### config.mk
export PLATFORM = sky130hd
export DESIGN_NAME = bist_march_ctl
export DESIGN_NICKNAME = d
export VERILOG_FILES = /design/src/rtl/bist_march_ctl.sv
export SDC_FILE = /design/constraint.sdc
export NUM_CORES = 1
export LEC_CHECK = 0
export CORE_UTILIZATION = 45
export CTS_CLUSTER_DIAMETER = 50
export CTS_CLUSTER_SIZE = 14
export DETAILED_ROUTE_END_ITERATION = 8
export PLACE_DENSITY = 0.75
export SLEW_MARGIN = 15
export SYNTH_ARGS = -nofsm -noshare
export SYNTH_HDL_FRONTEND = slang
export SYNTH_SLANG_ARGS = --single-unit
export TNS_END_PERCENT = 5
### constraint.sdc
create_clock -name CLK -period 3.1 [get_ports CLK]
set_clock_uncertainty 0.15 [all_clocks]
set_input_delay 0.465 -clock CLK [delete_from_list [all_inputs] [get_ports CLK]]
set_output_delay 0.465 -clock CLK [all_outputs]
set_load 0.03 [all_outputs]
### src/rtl/bist_march_ctl.sv
// bist_march_ctl: March C- BIST sequencer for one single-port synchronous RAM with
// configurable read latency, solid/checkerboard background and fail diagnostics.
module bist_march_ctl #(
  parameter int   RWIDTH   = 34,
  parameter int   RDEPTH   = 14,
  parameter int   RLAT     = 1,
  parameter logic W_ENABLE = 1'b0,
  parameter int   FCNT_W   = 8
) (
  input  logic              CLK,
  input  logic              RST,
  input  logic              BistMode,
  input  logic              BgSel,
  input  logic [RWIDTH-1:0] D,
  output logic              WEN,
  output logic [RDEPTH-1:0] A,
  output logic [RWIDTH-1:0] Q,
  output logic              BistFail,
  output logic              BistFinish,
  output logic [RDEPTH-1:0] FailAddr,
  output logic [2:0]        FailElem,
  output logic [RWIDTH-1:0] FailBits,
  output logic [FCNT_W-1:0] FailCount
);
  localparam logic W_DISABLE = ~W_ENABLE;
  localparam logic [RDEPTH-1:0] LAST = '1;
  localparam logic [RWIDTH-1:0] CHK = RWIDTH'({RWIDTH{2'b01}});
  typedef enum logic [3:0] {IDLE, M0, M1, M2, M3, M4, M5, DRAIN, DONE} state_t;
  state_t st;
  logic [RDEPTH-1:0] addr;
  logic phase, bg_mode;
  logic [2:0] dcnt;
  logic              pv [RLAT];
  logic [RWIDTH-1:0] pe [RLAT];
  logic [RDEPTH-1:0] pa [RLAT];
  logic [2:0]        pl [RLAT];
  logic run, down, last_op, at_end, mis;
  logic [2:0] elem;
  logic [RWIDTH-1:0] pat, diff;
  always_comb begin
    run     = st inside {M0, M1, M2, M3, M4, M5} && BistMode;
    down    = st inside {M3, M4, M5};
    elem    = 3'(st - M0);
    last_op = phase | (st == M5);
    at_end  = addr == (down ? '0 : LAST);
    pat     = (bg_mode ? CHK ^ {RWIDTH{addr[0]}} : '0)
            ^ {RWIDTH{phase ? st inside {M1, M3} : st inside {M2, M4}}};
    diff    = D ^ pe[RLAT-1];
    mis     = pv[RLAT-1] && diff != '0;
  end
  always_ff @(posedge CLK or negedge RST) begin
    if (!RST) begin
      st <= IDLE;
      addr <= '0;
      phase <= 1'b0;
      bg_mode <= 1'b0;
      dcnt <= '0;
      WEN <= W_DISABLE;
      A <= '0;
      Q <= '0;
      BistFail <= 1'b0;
      BistFinish <= 1'b0;
      FailAddr <= '0;
      FailElem <= '0;
      FailBits <= '0;
      FailCount <= '0;
      for (int i = 0; i < RLAT; i++) begin
        pv[i] <= 1'b0;
        pe[i] <= '0;
        pa[i] <= '0;
        pl[i] <= '0;
      end
    end else begin
      for (int i = RLAT - 1; i > 0; i--) begin
        pv[i] <= pv[i-1];
        pe[i] <= pe[i-1];
        pa[i] <= pa[i-1];
        pl[i] <= pl[i-1];
      end
      pv[0] <= run && !phase;
      pe[0] <= pat;
      pa[0] <= addr;
      pl[0] <= elem;
      if (mis) begin
        BistFail <= 1'b1;
        FailBits <= FailBits | diff;
        FailCount <= FailCount == '1 ? FailCount : FailCount + 1'b1;
        if (!BistFail) begin
          FailAddr <= pa[RLAT-1];
          FailElem <= pl[RLAT-1];
        end
      end
      WEN <= W_DISABLE;
      Q <= '0;
      if (st == IDLE && BistMode) begin
        st <= M0;
        bg_mode <= BgSel;
        addr <= '0;
        phase <= 1'b1;
      end
      if (run) begin
        A <= addr;
        WEN <= phase ? W_ENABLE : W_DISABLE;
        Q <= phase ? pat : '0;
        if (!last_op) phase <= 1'b1;
        else if (at_end) begin
          st <= state_t'(st + 4'd1);
          addr <= st inside {M2, M3, M4} ? LAST : '0;
          phase <= 1'b0;
          dcnt <= '0;
        end else begin
          addr <= down ? addr - 1'b1 : addr + 1'b1;
          phase <= st == M0;
        end
      end
      if (st == DRAIN) begin
        dcnt <= dcnt + 1'b1;
        if (dcnt == 3'(RLAT - 1)) begin
          st <= DONE;
          BistFinish <= 1'b1;
        end
      end
    end
  end
endmodule

# == Word level (Yosys, flattened, before mapping) ==
# Cells that the tools add are included.
# totals
inputBits,38
elab_cells,88
reg_bits,185
out_inout_bits,110
# classes
mux,27
eq_ne,9
addsub,6
n_bitwise,7
reduce_logical,21
# op_table
operator,n
$mux 34,3
$mux 14,7
$xor 34x34->34,2
$or 34x34->34,1
$reduce_bool 34->1,1
$mux 4,6
$not 17->17,1
$eq 4x3->1 const B,4
$add 14x1->14 const B,1
$eq 14x14->1,1
$sub 14x1->14 const B,1
$mux 3,4
$reduce_bool 2->1,6
$add 8x1->8 const B,1
$eq 4x2->1 const B,2
$eq 8x8->1 const B,1
$mux 1,7
$reduce_and 2->1,3
$reduce_bool 3->1,2
$reduce_bool 6->1,1
$add 4x1->4 const B,1
$eq 4x1->1 const B,1
$logic_and 1x1->1,4
$logic_not 4->1,1
7 further kinds,8

# == Logic depth before layout (Yosys ltp) ==
# logic_depth
ltp_word,9
ltp_mapped,13
depth_no_buf,13

# == Worst setup path after synthesis ==
# Ideal clock, no wire load.
# synth_path
kind,register to register
start,register st[0]
end,register addr[10]
path_stages_with_launch,13
path_buffers,0
arrival_ns,3.118
setup_time_ns,0.126
slack_ns,-0.294
required_ns,2.824
synth_period_minus_slack_ns,3.394
path_cell_list,dfrtp_1 > inv_1 > ha_1 > nor3_1 > nor2_1 > ha_1 > nor2b_1 > o21ai_0 > nand2b_1 > a311o_1 > a31oi_1 > xnor2_1 > a221o_1
# synth_between
elab_chain_cells,7
word_cells_on_any_way,21
cone_classes,7 x eq/ne; 7 x mux; 1 x bitwise; 6 x reduce/logical
# synth_lines
item,line_no,source
from (decl),29,state_t st;
from (signal assigned),107,st <= state_t'(st + 4'd1);
"$eq 4x3->1, on equally long branches",-,
$reduce_bool 3->1,42,"down = st inside {M3, M4, M5};"
$mux 14,45,at_end = addr == (down ? '0 : LAST);
$eq 14x14->1,45,
$mux 14,106,else if (at_end) begin
$mux 14,105,if (!last_op) phase <= 1'b1;
$mux 14 *,101,if (run) begin
to (signal assigned),108,"addr <= st inside {M2, M3, M4} ? LAST : '0;"
to (signal assigned),112,addr <= down ? addr - 1'b1 : addr + 1'b1;
to (decl),30,logic [RDEPTH-1:0] addr;
# Mark *: on every way between the ends. The rest lies on a longest branch, timed or not.
# A chain may end at the register's enable or synchronous reset.

# == Final worst setup path ==
# layout_path
start,register st[1]
end,register addr[10]
# Same word-level chain as after synthesis.

==> results <==
- The instance count after placement with tap cells included is 854.
- The iteration count of the initial detailed-routing pass is 4.
- In the synthesized netlist the dominant register cell turns out to be sky130_fd_sc_hd__dfrtp_1.
- The number of H-tree levels is 4.
- The total of max-cap violations is 0.
- Detailed placement finished with a half-perimeter wire length of 11.1 mm.
- The final net count is 772.
- The largest single stage delay on the critical path is 370 ps.
- The slowest library cell on the worst path is sky130_fd_sc_hd__dfrtp_1.
- The sequential fraction of the synthesis area is 0.506.
- In this run the tool buffered the top-level ports with 147 buffer cells.
- Of the cells placed in the final design, the portion with a size suffix greater than 1 is 0.206.
- The largest voltage drop on the vdd net is 0.344 mV.
- The maximum number of pins on one net before global-route repair is 80.
- At the pin with the least slew margin, the transition time is 611 ps.
- Data arrives at the worst endpoint at 3200 ps.
- The first global-routing pass estimated 25.0 mm of wire.
- The top-level port count is 148.
- The worst register-to-register path ends at addr[10].
- The most frequent standard cell in the layout excluding fill and tap cells is sky130_fd_sc_hd__clkdlybuf4s50_1.
- The footprint of the flip-flops and latches is 0.00303 mm2.
- The worst register-to-register path begins at st[1].
- The kind of end point of the critical path is a flop.
- The flow ran to the end, and the final reports show no timing, DRC or antenna violations.
- The die is 117 um wide.
- The cell at the root of the clock tree is sky130_fd_sc_hd__clkbuf_16.
- Summed over all failing endpoints, the final setup total negative slack is 0 ps.
- Setup violations remaining at the end of the flow were counted as 0.
- The overall die area is 0.0138 mm2.
- The count of final max-slew check failures is 0.
- The clock sink total is 121.
- The critical path data required time is 3240 ps.
- After global routing the overflow that remains totals 0.
- The worst register-to-register path has a depth of 15.
- The total power after layout is approximately 3800 uW.
- The count of fill cells added during filler insertion is between 900 and 1k.
- In this run the mean area of a mapped cell was ~11 um2.
- The worst hold path belongs to the class reg2reg.
- The launch point of the worst path is st[1].
- During synthesis, Yosys emitted a total of 0 warnings.
- Across every metal layer, demand over resource in global routing totals 0.232.
- The area growth from synthesis to layout is 44.4%.
- After detailed routing, the number of remaining DRC violations is 0.
- The iteration-0 DRC count of the detailed router is 314.
- The smallest clock period supported by the final layout is computed as about 3100 ps.
- In the final layout, the multi-input gates occupy 0.00276 mm2.
- The combined area of all synthesized cells is about 0.006 mm2.
- The synthesized netlist net count is 590.
- The clock network latency to the later pin of the worst-skew pair is 410 ps.
- The wire length after detailed routing is ~16 mm.
- In this run, CTS created clock tree buffers numbering 17.
- Of the available clock period, the critical path in the final layout requires 0.987.
- The register clock-pin slew on the reported worst setup and hold paths is 50 ps.
- After synthesis, the share of flip-flops with an asynchronous set or reset is 1.00.
- The number of global-route vias before repair is between 4k and 5k.
- The floorplan has 41 rows.
- The ratio of total power to cell area is 444 mW/mm2.
- The total count of hold-check failures in the final report is 0.
- The CTS tree is built.
- Synthesis instantiated 56 different standard cells from the library.
- 0 antenna diodes ended up in the layout.
- The class of the most critical setup path is reg2reg.
- The library cells used most frequently in the layout, excluding fill and tap cells, are sky130_fd_sc_hd__clkdlybuf4s50_1 (146), sky130_fd_sc_hd__dfrtp_1 (120), sky130_fd_sc_hd__buf_4 (60).
- Along the worst path, the maximum fanout reaches 5.
- Across all layers, the routed design uses 4747 vias.
- The final instance count without filler cells is about 900.
- After detailed routing, the average wire length per cell comes to roughly 17 um.
- The post-synthesis cell count is 532.
- The post-synthesis sequential element count is 121.
- The count of nets left with antenna violations once routing finished came out at 0.
- The congestion estimate from routability-driven global placement came to 0.919.
- Setup repair after global routing could not meet its margin everywhere.
- The critical path goes through buf_4 -> ha_4 -> nor3_4 -> buf_6 -> nor2_4 -> buf_6 -> buf_4 -> ha_4 -> a21o_1 -> a21oi_2 -> nor2_1 -> a311o_1 -> a31oi_2 -> xnor2_1 -> a221o_1.
- The clock passes through at most 2 buffers.
- Measured along the y axis, the die boundary spans between 100 and 150 um.
- Derived from the worst setup path, the maximum achievable clock frequency is about 0.33 GHz.
- The initial antenna violation count was 0.
- STA classifies the critical path startpoint as a flop.
- In this run the static leakage power is 0.00385 uW.
- Yosys mapped a number of flops with a built-in enable equal to 0.
- Headroom to the max-slew limit came out at 0.592.
- The register-to-register path setup slack is 40 ps.
- For this configuration, the core starts out at a cell density of 0.469.
- The vias per cell is 5.28.
- The timing endpoint of the critical path is addr[10].
- The core region is 0.0128 mm2.
-- sequential cells by signal, summed over array words and instances (netlist names) --
| name | count |
|---|---|
| pa | 14 |
| pv | 1 |
| dcnt | 3 |
| pe | 2 |
| FailCount | 8 |
| A | 14 |
| pl | 3 |
| FailBits | 34 |
| FailElem | 3 |
| st | 4 |
| BistFinish | 1 |
| addr | 14 |
| WEN | 1 |
| bg_mode | 1 |
| Q | 2 |
| phase | 1 |
| BistFail | 1 |
| FailAddr | 14 |
-- repair_timing --
| action | 4_1_cts | 5_1_grt |
|---|---|---|
| gates cloned | 1 | 0 |
| pin swaps | 5 | 11 |
| buffers inserted | 5 | 6 |
| endpoints found under the hold margin | 41 | 0 |
| endpoints found under the setup margin | 7 | 18 |
| hold buffers | 1 | 0 |
| gates resized for setup | 11 | 24 |
-- where the power goes --
part           internal (uW)  total, uW  leakage (uW)  switching, uW
Sequential              1610       1620       0.00160           15.5
Clock                   1300       1960      0.000291            663
Combinational            120        254       0.00196            134
Total                   3020       3840       0.00385            813
-- worst max-delay path: cells and delay by family, from the launching register on --
kind | cells | cell delay [ps]
AOI/OAI and AO/OA | 5 | 1120
xor gates and xnor gates | 1 | 90
adders and majority gates | 2 | 380
buffers and inverters | 4 | 580
DFF | 1 | 370
and+or+nand+nor | 3 | 250
-- metrics by stage --
stage                     worst slack [ps]  area, um2  hold slack [ps]  utilization
after global routing                 -52.3       8640              328        0.676
after detailed placement             -47.9       7780              293        0.609
after global placement                20.7       7780              285        0.609
after CTS                             2.93       8480              304        0.664
final                                 41.6       8640              297        0.676
after floorplan                       44.8       6000             19.4            -
-- worst min-delay path by stage --
stage	start	to	slack, ps	cells past startpoint
after floorplan	RST	A[0]	20	0
after global placement	pa[5]	FailAddr[5]	280	1
after detailed placement	addr[10]	pa[10]	290	0
after CTS	addr[10]	pa[10]	300	0
after global routing	pa[4]	FailAddr[4]	330	1
final	addr[10]	pa[10]	300	0
-- kinds of logic (layout without fill, tap and decap cells) --
family | after synthesis | count (layout) | share of synthesized area
DFF | 121 | 121 | 0.506
and+or+nand+nor | 132 | 133 | 0.114
AOI/OAI and AO/OA | 104 | 104 | 0.122
adders and majority gates | 20 | 20 | 0.0431
buffers and inverters | 64 | 258 | 0.0644
xor gates and xnor gates | 51 | 51 | 0.0746
muxes | 40 | 40 | 0.0761
-- layout make-up --
class | instances | area share
multi-input combinational | 348 | 0.319
tap | 172 | 0.0249
timing repair buffer | 212 | 0.231
inverter | 14 | 0.00608
sequential | 121 | 0.351
clock inverter | 9 | 0.0142
clock buffer | 23 | 0.0542
-- layer usage --
layer  part of all wire  up-vias  global-route usage
met2               0.51      166               0.392
met3              0.058       20              0.0516
li1                   -     2213                   -
met1               0.42     2348               0.289
met5                  0        -                   0
met4              0.017        0              0.0869
-- cells in the mapped netlist, types with 5 or more instances --
master                     count  area (um2)
sky130_fd_sc_hd__dfrtp_1     120        3000
sky130_fd_sc_hd__xnor2_1      40         350
sky130_fd_sc_hd__o21bai_1     34         255
sky130_fd_sc_hd__buf_4        33         248
sky130_fd_sc_hd__nand2_1      32         120
sky130_fd_sc_hd__mux2_2       24         270
sky130_fd_sc_hd__nor2_1       21        78.8
sky130_fd_sc_hd__o21ai_0      20         100
sky130_fd_sc_hd__ha_1         19         238
sky130_fd_sc_hd__nand3_1      18        90.1
sky130_fd_sc_hd__inv_1        14        52.6
sky130_fd_sc_hd__a21oi_1      12        60.1
sky130_fd_sc_hd__xor2_1       11        96.3
sky130_fd_sc_hd__mux2_1       10         113
sky130_fd_sc_hd__nor3_1        9        45.0
sky130_fd_sc_hd__and3_1        8        50.1
sky130_fd_sc_hd__buf_2         8        40.0
sky130_fd_sc_hd__clkbuf_1      7        26.3
sky130_fd_sc_hd__nand2b_1      7        43.8
sky130_fd_sc_hd__a21o_1        6        45.0
sky130_fd_sc_hd__nor2b_1       6        37.5
sky130_fd_sc_hd__nor4_1        6        37.5
sky130_fd_sc_hd__mux2i_1       5        50.1
sky130_fd_sc_hd__nand4_1       5        31.3
sky130_fd_sc_hd__o21ai_1       5        25.0
sky130_fd_sc_hd__or4_1         5        37.5
Note: power is estimated with default switching activity, not from simulation.
